### src/rtl/fpu_i2c_sequencer_if.sv
// Bundle of command, FPU and I2C-master signals seen by the result sequencer.
// The master side is the sequencer; the slave side is its environment.
interface fpu_i2c_sequencer_if;
  logic        cmd_valid;
  logic [65:0] cmd_data;
  logic        cmd_ready;
  logic        fpu_start;
  logic [1:0]  fpu_op;
  logic [31:0] fpu_a;
  logic [31:0] fpu_b;
  logic        fpu_done;
  logic [31:0] fpu_result;
  logic        i2c_req;
  logic [6:0]  i2c_addr;
  logic [7:0]  i2c_data;
  logic        i2c_busy;
  logic        i2c_nack;
  logic        done;
  logic        complete;
  logic        err;
  logic [31:0] result;

  modport master (
    input  cmd_valid, cmd_data, fpu_done, fpu_result, i2c_busy, i2c_nack,
    output cmd_ready, fpu_start, fpu_op, fpu_a, fpu_b, i2c_req, i2c_addr,
           i2c_data, done, complete, err, result
  );

  modport slave (
    output cmd_valid, cmd_data, fpu_done, fpu_result, i2c_busy, i2c_nack,
    input  cmd_ready, fpu_start, fpu_op, fpu_a, fpu_b, i2c_req, i2c_addr,
           i2c_data, done, complete, err, result
  );
endinterface

### src/rtl/fpu_i2c_sequencer.sv
// Runs one FPU operation per command, then ships the 32-bit result MSB-first
// as byte writes to a fixed I2C slave, with NACK retry and FPU timeout.
module fpu_i2c_sequencer #(
  parameter logic [6:0]  SLAVE_ADDR  = 7'b0001101,
  parameter int          NUM_BYTES   = 4,
  parameter int          FPU_TIMEOUT = 64,
  parameter int          RETRY_MAX   = 2,
  parameter logic [31:0] NAN_VALUE   = 32'h7FC00000
) (
  input logic                 clk,
  input logic                 reset,
  fpu_i2c_sequencer_if.master bus
);
  localparam int IDX_W = (NUM_BYTES > 1) ? $clog2(NUM_BYTES) : 1;
  localparam int CNT_W = (FPU_TIMEOUT > 1) ? $clog2(FPU_TIMEOUT) : 1;
  localparam int RTY_W = $clog2(RETRY_MAX + 1);

  typedef enum logic [2:0] {
    S_IDLE, S_ISSUE, S_WAIT_FPU, S_CAPT, S_SEND, S_WAIT_HI, S_WAIT_LO, S_FIN
  } state_t;

  state_t           state;
  logic [CNT_W-1:0] tmo_cnt;
  logic [IDX_W-1:0] byte_idx;
  logic [RTY_W-1:0] retry;
  logic             err_pending;

  // Byte idx of the word, counting from the most significant end.
  function automatic logic [7:0] sel_byte(input logic [31:0] word,
                                          input logic [IDX_W-1:0] idx);
    logic [31:0] shifted;
    shifted = word << {idx, 3'b000};
    return shifted[31:24];
  endfunction

  assign bus.i2c_addr = SLAVE_ADDR;

  always_ff @(posedge clk) begin
    if (reset) begin
      state         <= S_IDLE;
      bus.cmd_ready <= 1'b1;
      bus.fpu_start <= 1'b0;
      bus.fpu_op    <= '0;
      bus.fpu_a     <= '0;
      bus.fpu_b     <= '0;
      bus.i2c_req   <= 1'b0;
      bus.i2c_data  <= '0;
      bus.done      <= 1'b0;
      bus.complete  <= 1'b0;
      bus.err       <= 1'b0;
      bus.result    <= '0;
      tmo_cnt       <= '0;
      byte_idx      <= '0;
      retry         <= '0;
      err_pending   <= 1'b0;
    end else begin
      case (state)
        S_IDLE: begin
          if (bus.cmd_valid && bus.cmd_ready) begin
            bus.fpu_op    <= bus.cmd_data[65:64];
            bus.fpu_a     <= bus.cmd_data[63:32];
            bus.fpu_b     <= bus.cmd_data[31:0];
            bus.err       <= 1'b0;
            bus.cmd_ready <= 1'b0;
            // Op 11 has no FPU meaning: skip the FPU and report a quiet NaN.
            if (bus.cmd_data[65:64] == 2'b11) begin
              bus.result  <= NAN_VALUE;
              err_pending <= 1'b1;
              bus.done    <= 1'b1;
              state       <= S_CAPT;
            end else begin
              err_pending   <= 1'b0;
              bus.fpu_start <= 1'b1;
              state         <= S_ISSUE;
            end
          end
        end
        S_ISSUE: begin
          bus.fpu_start <= 1'b0;
          tmo_cnt       <= '0;
          state         <= S_WAIT_FPU;
        end
        S_WAIT_FPU: begin
          if (bus.fpu_done) begin
            bus.result <= bus.fpu_result;
            bus.done   <= 1'b1;
            state      <= S_CAPT;
          end else if (tmo_cnt == CNT_W'(FPU_TIMEOUT - 1)) begin
            bus.result  <= NAN_VALUE;
            err_pending <= 1'b1;
            bus.done    <= 1'b1;
            state       <= S_CAPT;
          end else begin
            tmo_cnt <= tmo_cnt + 1'b1;
          end
        end
        S_CAPT: begin
          bus.done     <= 1'b0;
          byte_idx     <= '0;
          retry        <= '0;
          bus.i2c_req  <= 1'b1;
          bus.i2c_data <= sel_byte(bus.result, '0);
          state        <= S_SEND;
        end
        S_SEND: begin
          bus.i2c_req <= 1'b0;
          state       <= S_WAIT_HI;
        end
        S_WAIT_HI: begin
          if (bus.i2c_busy) state <= S_WAIT_LO;
        end
        S_WAIT_LO: begin
          // i2c_nack is only meaningful in the cycle busy is seen low.
          if (!bus.i2c_busy) begin
            if (!bus.i2c_nack) begin
              if (byte_idx == IDX_W'(NUM_BYTES - 1)) begin
                bus.complete <= 1'b1;
                bus.err      <= err_pending;
                state        <= S_FIN;
              end else begin
                byte_idx     <= byte_idx + 1'b1;
                retry        <= '0;
                bus.i2c_req  <= 1'b1;
                bus.i2c_data <= sel_byte(bus.result, byte_idx + 1'b1);
                state        <= S_SEND;
              end
            end else if (retry < RTY_W'(RETRY_MAX)) begin
              retry        <= retry + 1'b1;
              bus.i2c_req  <= 1'b1;
              bus.i2c_data <= sel_byte(bus.result, byte_idx);
              state        <= S_SEND;
            end else begin
              err_pending  <= 1'b1;
              bus.complete <= 1'b1;
              bus.err      <= 1'b1;
              state        <= S_FIN;
            end
          end
        end
        S_FIN: begin
          bus.complete  <= 1'b0;
          bus.cmd_ready <= 1'b1;
          state         <= S_IDLE;
        end
        default: begin
          bus.cmd_ready <= 1'b1;
          state         <= S_IDLE;
        end
      endcase
    end
  end
endmodule

### src/flat_wrapper.sv
// flat-port wrapper written by rule: the top's interface ports become plain ports
module fpu_i2c_sequencer_flat 
#(
  parameter logic [6:0]  SLAVE_ADDR  = 7'b0001101,
  parameter int          NUM_BYTES   = 4,
  parameter int          FPU_TIMEOUT = 64,
  parameter int          RETRY_MAX   = 2,
  parameter logic [31:0] NAN_VALUE   = 32'h7FC00000
)
  (clk, reset, bus_cmd_valid, bus_cmd_data, bus_fpu_done, bus_fpu_result, bus_i2c_busy, bus_i2c_nack, bus_cmd_ready, bus_fpu_start, bus_fpu_op, bus_fpu_a, bus_fpu_b, bus_i2c_req, bus_i2c_addr, bus_i2c_data, bus_done, bus_complete, bus_err, bus_result);
  fpu_i2c_sequencer_if bus_i ();
  input logic clk;
  input logic reset;
  input wire logic [$bits(bus_i.cmd_valid)-1:0] bus_cmd_valid;
  input wire logic [$bits(bus_i.cmd_data)-1:0] bus_cmd_data;
  input wire logic [$bits(bus_i.fpu_done)-1:0] bus_fpu_done;
  input wire logic [$bits(bus_i.fpu_result)-1:0] bus_fpu_result;
  input wire logic [$bits(bus_i.i2c_busy)-1:0] bus_i2c_busy;
  input wire logic [$bits(bus_i.i2c_nack)-1:0] bus_i2c_nack;
  output wire logic [$bits(bus_i.cmd_ready)-1:0] bus_cmd_ready;
  output wire logic [$bits(bus_i.fpu_start)-1:0] bus_fpu_start;
  output wire logic [$bits(bus_i.fpu_op)-1:0] bus_fpu_op;
  output wire logic [$bits(bus_i.fpu_a)-1:0] bus_fpu_a;
  output wire logic [$bits(bus_i.fpu_b)-1:0] bus_fpu_b;
  output wire logic [$bits(bus_i.i2c_req)-1:0] bus_i2c_req;
  output wire logic [$bits(bus_i.i2c_addr)-1:0] bus_i2c_addr;
  output wire logic [$bits(bus_i.i2c_data)-1:0] bus_i2c_data;
  output wire logic [$bits(bus_i.done)-1:0] bus_done;
  output wire logic [$bits(bus_i.complete)-1:0] bus_complete;
  output wire logic [$bits(bus_i.err)-1:0] bus_err;
  output wire logic [$bits(bus_i.result)-1:0] bus_result;
  assign bus_i.cmd_valid = bus_cmd_valid;
  assign bus_i.cmd_data = bus_cmd_data;
  assign bus_i.fpu_done = bus_fpu_done;
  assign bus_i.fpu_result = bus_fpu_result;
  assign bus_i.i2c_busy = bus_i2c_busy;
  assign bus_i.i2c_nack = bus_i2c_nack;
  assign bus_cmd_ready = bus_i.cmd_ready;
  assign bus_fpu_start = bus_i.fpu_start;
  assign bus_fpu_op = bus_i.fpu_op;
  assign bus_fpu_a = bus_i.fpu_a;
  assign bus_fpu_b = bus_i.fpu_b;
  assign bus_i2c_req = bus_i.i2c_req;
  assign bus_i2c_addr = bus_i.i2c_addr;
  assign bus_i2c_data = bus_i.i2c_data;
  assign bus_done = bus_i.done;
  assign bus_complete = bus_i.complete;
  assign bus_err = bus_i.err;
  assign bus_result = bus_i.result;
  fpu_i2c_sequencer #(.SLAVE_ADDR(SLAVE_ADDR), .NUM_BYTES(NUM_BYTES), .FPU_TIMEOUT(FPU_TIMEOUT), .RETRY_MAX(RETRY_MAX), .NAN_VALUE(NAN_VALUE)) u_core (.clk(clk), .reset(reset), .bus(bus_i));
endmodule
### config.mk
export PLATFORM = sky130hd
export DESIGN_NAME = fpu_i2c_sequencer_flat
export DESIGN_NICKNAME = d
export VERILOG_FILES = /design/src/rtl/fpu_i2c_sequencer_if.sv /design/src/rtl/fpu_i2c_sequencer.sv /design/src/flat_wrapper.sv
export SDC_FILE = /design/constraint.sdc
export NUM_CORES = 1
export LEC_CHECK = 0
export CAP_MARGIN = 20
export CORE_ASPECT_RATIO = 1.25
export CORE_MARGIN = 3
export CORE_UTILIZATION = 39
export CTS_CLUSTER_SIZE = 40
export DETAILED_ROUTE_END_ITERATION = 7
export HOLD_SLACK_MARGIN = 0.08
export PLACE_DENSITY_LB_ADDON = 0.08
export SYNTH_ARGS = -nofsm -noshare
export SYNTH_HDL_FRONTEND = slang
export SYNTH_SLANG_ARGS = --single-unit
### constraint.sdc
create_clock -name clk -period 2.1 [get_ports clk]
set_clock_uncertainty 0.2 [all_clocks]
set_input_delay 0.42 -clock clk [delete_from_list [all_inputs] [get_ports clk]]
set_output_delay 0.42 -clock clk [all_outputs]
set_load 0.02 [all_outputs]
==> impl_metrics.env <==
export IMPL_clk_pin_slew_worst_paths_ns=0.05
export IMPL_gp_congestion=0.890
export IMPL_hold_buffers=0
export IMPL_clkLatencyLatePin_ns=0.40
export IMPL_antenna_cells_inserted=0
export IMPL_internal_power_uw=5480
export IMPL_drt_iter0_markers=443
export IMPL_relSlewSlack_pct=65.9
export IMPL_outcome="completed"
export IMPL_ys_types=52
export IMPL_worst_path_dominant_cell_family="buffers and inverters"
export IMPL_drc=0
export IMPL_pwr_share_comb_pct=24.0
export IMPL_hpwl_um=13300
export IMPL_clock_sinks=126
export IMPL_tritoncts="done"
export IMPL_grt_pass1_wl_um=28700
export IMPL_pwr_share_seq_pct=36.1
export IMPL_startpoint_type="register"
export IMPL_hold_path_class="in2reg"
export IMPL_drv_slew=0
export IMPL_cts_buffer_depth=2
export IMPL_p_leak_uw=0.00346
export IMPL_hold_viol_final=0
export IMPL_final_setup_worst_slack_ns=0.0372
export IMPL_synth_edf_count=0
export IMPL_power_switching_share_pct=28.8
export IMPL_ys_ff_latch=126
export IMPL_cp_num_buf_inv=1
export IMPL_htree_levels=4
export IMPL_drtAntennaViolNets=0
export IMPL_dp_worst_setup_slack_ns=-0.294
export IMPL_cp_end_kind="output port"
export IMPL_area_delta_synth_final_pct=58.2
export IMPL_start_util_pct=40.5
export IMPL_cap_violations=0
export IMPL_routed_wl_um=18100
export IMPL_crit_path_max_incr_delay_ns=0.64
export IMPL_crit_type="reg2out"
export IMPL_max_freq_mhz=485
export IMPL_io_buffers=215
export IMPL_num_rows=47
export IMPL_rsz0062_at_grt="false"
export IMPL_layout_drive_gt1_share_pct=10.5
export IMPL_final_nets=1008
export IMPL_p_clk_share_pct=39.9
export IMPL_syn_avg_cell_area_um2=7.99
export IMPL_worst_pin_slew_ns=0.510
export IMPL_root_buffer="clkbuf_16"
export IMPL_required_ns=1.48
export IMPL_route_vias_total=5725
export IMPL_antenna_found_initial=0
export IMPL_core_mm2=0.0135
export IMPL_grt_max_degree=48
export IMPL_ys_flop_type="dfxtp_1"
export IMPL_cts_buffers=17
export IMPL_slowest_stage="clkdlybuf4s50_1"
export IMPL_finalCritPeriodShare_pct=98.2
export IMPL_postCtsSetupRepairBufs=0
export IMPL_overflow=0
export IMPL_power_density_mw_per_mm2=891
export IMPL_final_common_cell="clkdlybuf4s50_1"
export IMPL_die_area_mm2=0.0155
export IMPL_path_cells="clkdlybuf4s50_1"
export IMPL_synthCells=683
export IMPL_ios=223
export IMPL_layout_common_cells="191 x clkdlybuf4s50_1, 165 x nand2_1, 124 x dfxtp_1"
export IMPL_dr_pass1_iters=6
export IMPL_cp_arrival_ns=1.44
export IMPL_die_h_um=138
export IMPL_track_usage_pct=22.6
export IMPL_wire_per_inst_um=16.7
export IMPL_period_minus_slack_ns=2.06
export IMPL_async_flop_share_pct=0
export IMPL_fill_cells=1169
export IMPL_syn_cell_area_mm2=0.00546
export IMPL_switching_power_uw=2210
export IMPL_hold_slack_ns=0.249
export IMPL_ir_drop_uv=473
export IMPL_setup_viol=0
export IMPL_die_x_um=112
export IMPL_via_per_inst=5.27
export IMPL_yosys_warnings=0
export IMPL_seq_area_frac_synth_pct=46.2
export IMPL_grt_pass1_vias=5613
export IMPL_crit_fanout=3
-- power groups by stage --
stage | Sequential [uW] | Combinational [uW] | Clock [uW]
finish | 2780 | 1850 | 3070
floorplan | 3030 | 724 | 0
global placement | 2820 | 1840 | 0
global route | 2800 | 1990 | 3250
CTS | 2780 | 1860 | 3140
detailed placement | 2830 | 1860 | 0
-- final timing paths --
check / to / depth (start not counted) / slack (ns) / startpoint
worst max-delay path: bus_result[3] / 1 / 0.04 / u_core.bus.result[3]
worst min-delay path: u_core.byte_idx[1] / 2 / 0.25 / reset
worst max register to register: u_core.tmo_cnt[3] / 5 / 0.08 / u_core.tmo_cnt[0]
worst min register to register: u_core.bus.fpu_a[16] / 2 / 0.25 / u_core.bus.fpu_a[16]
-- routing by layer --
layer  global-route usage [%]  up-vias  wire [um]
met2                     40.9      229       9360
li1                         -     2801          -
met5                        0        -          0
met3                     6.25       17       1320
met4                     6.02        0        250
met1                     26.1     2678       7160
-- through the flow --
| step | TNS (ns) | total power [uW] | cells | area, um2 | util [%] |
|---|---|---|---|---|---|
| floorplan | 0 | 3750 | 688 | 5480 | - |
| CTS | 0 | 7780 | 1086 | 8590 | 63.8 |
| detailed placement | -16.43 | 4690 | 1054 | 7990 | 59.3 |
| global placement | -14.80 | 4660 | 1054 | 7990 | 59.3 |
| global route | 0 | 8040 | 1086 | 8630 | 64.1 |
| finish | 0 | 7690 | 1086 | 8630 | 64.1 |
-- final cells by class --
cell class	instances	area, um2	area share, %
inverter	6	22.5	0.261
tap	171	214	2.48
clock buffer	19	433	5.01
timing repair buffer	257	2570	29.7
clock inverter	13	189	2.19
sequential	126	2520	29.2
multi-input combinational	494	2680	31.1
-- synth_stat cells (all sizes together) (2+ instances only) --
master | n | area share (%)
nor2 | 48 | 3.3
o21ai | 15 | 1.4
a211o | 24 | 3.9
a211oi | 5 | 0.69
inv | 6 | 0.41
o21a | 3 | 0.41
nor4 | 2 | 0.23
a31o | 3 | 0.48
nand3 | 5 | 0.46
a311o | 2 | 0.55
and3 | 2 | 0.23
mux2i | 4 | 0.73
clkbuf | 41 | 2.8
nor3b | 3 | 0.41
nor3 | 4 | 0.37
ha | 2 | 0.46
nand2 | 165 | 11
buf | 21 | 2.3
a32oi | 2 | 0.32
a222oi | 8 | 1.5
xor2 | 2 | 0.32
a31oi | 5 | 0.57
o211a | 2 | 0.37
mux2 | 8 | 1.7
a21oi | 116 | 11
conb | 2 | 0.14
o221ai | 10 | 1.6
dfxtp | 126 | 46
nand3b | 5 | 0.69
nand2b | 25 | 2.9
-- timing repair --
action,in CTS,in global routing
gates resized for setup,15,14
pin swaps,0,1
setup endpoints to repair,15,16
-- cell families after synthesis --
kind of cell	Yosys count	synth area share, %
flops	126	46.2
fa+ha+maj	2	0.458
other cells	2	0.138
simple gates	268	21.2
buf+inv	68	5.57
mux	12	2.38
compound gates	203	23.7
xor+xnor	2	0.321
-- sequential cells by signal, summed over array words and instances (netlist names), 2 cells and up --
signal / cells
u_core.bus.fpu_b: 32
u_core.retry: 2
u_core.bus.fpu_a: 32
u_core.bus.i2c_data: 8
u_core.tmo_cnt: 6
u_core.bus.fpu_op: 2
u_core.byte_idx: 2
u_core.bus.result: 32
u_core.state: 3
(Power assumes the default switching activity.)
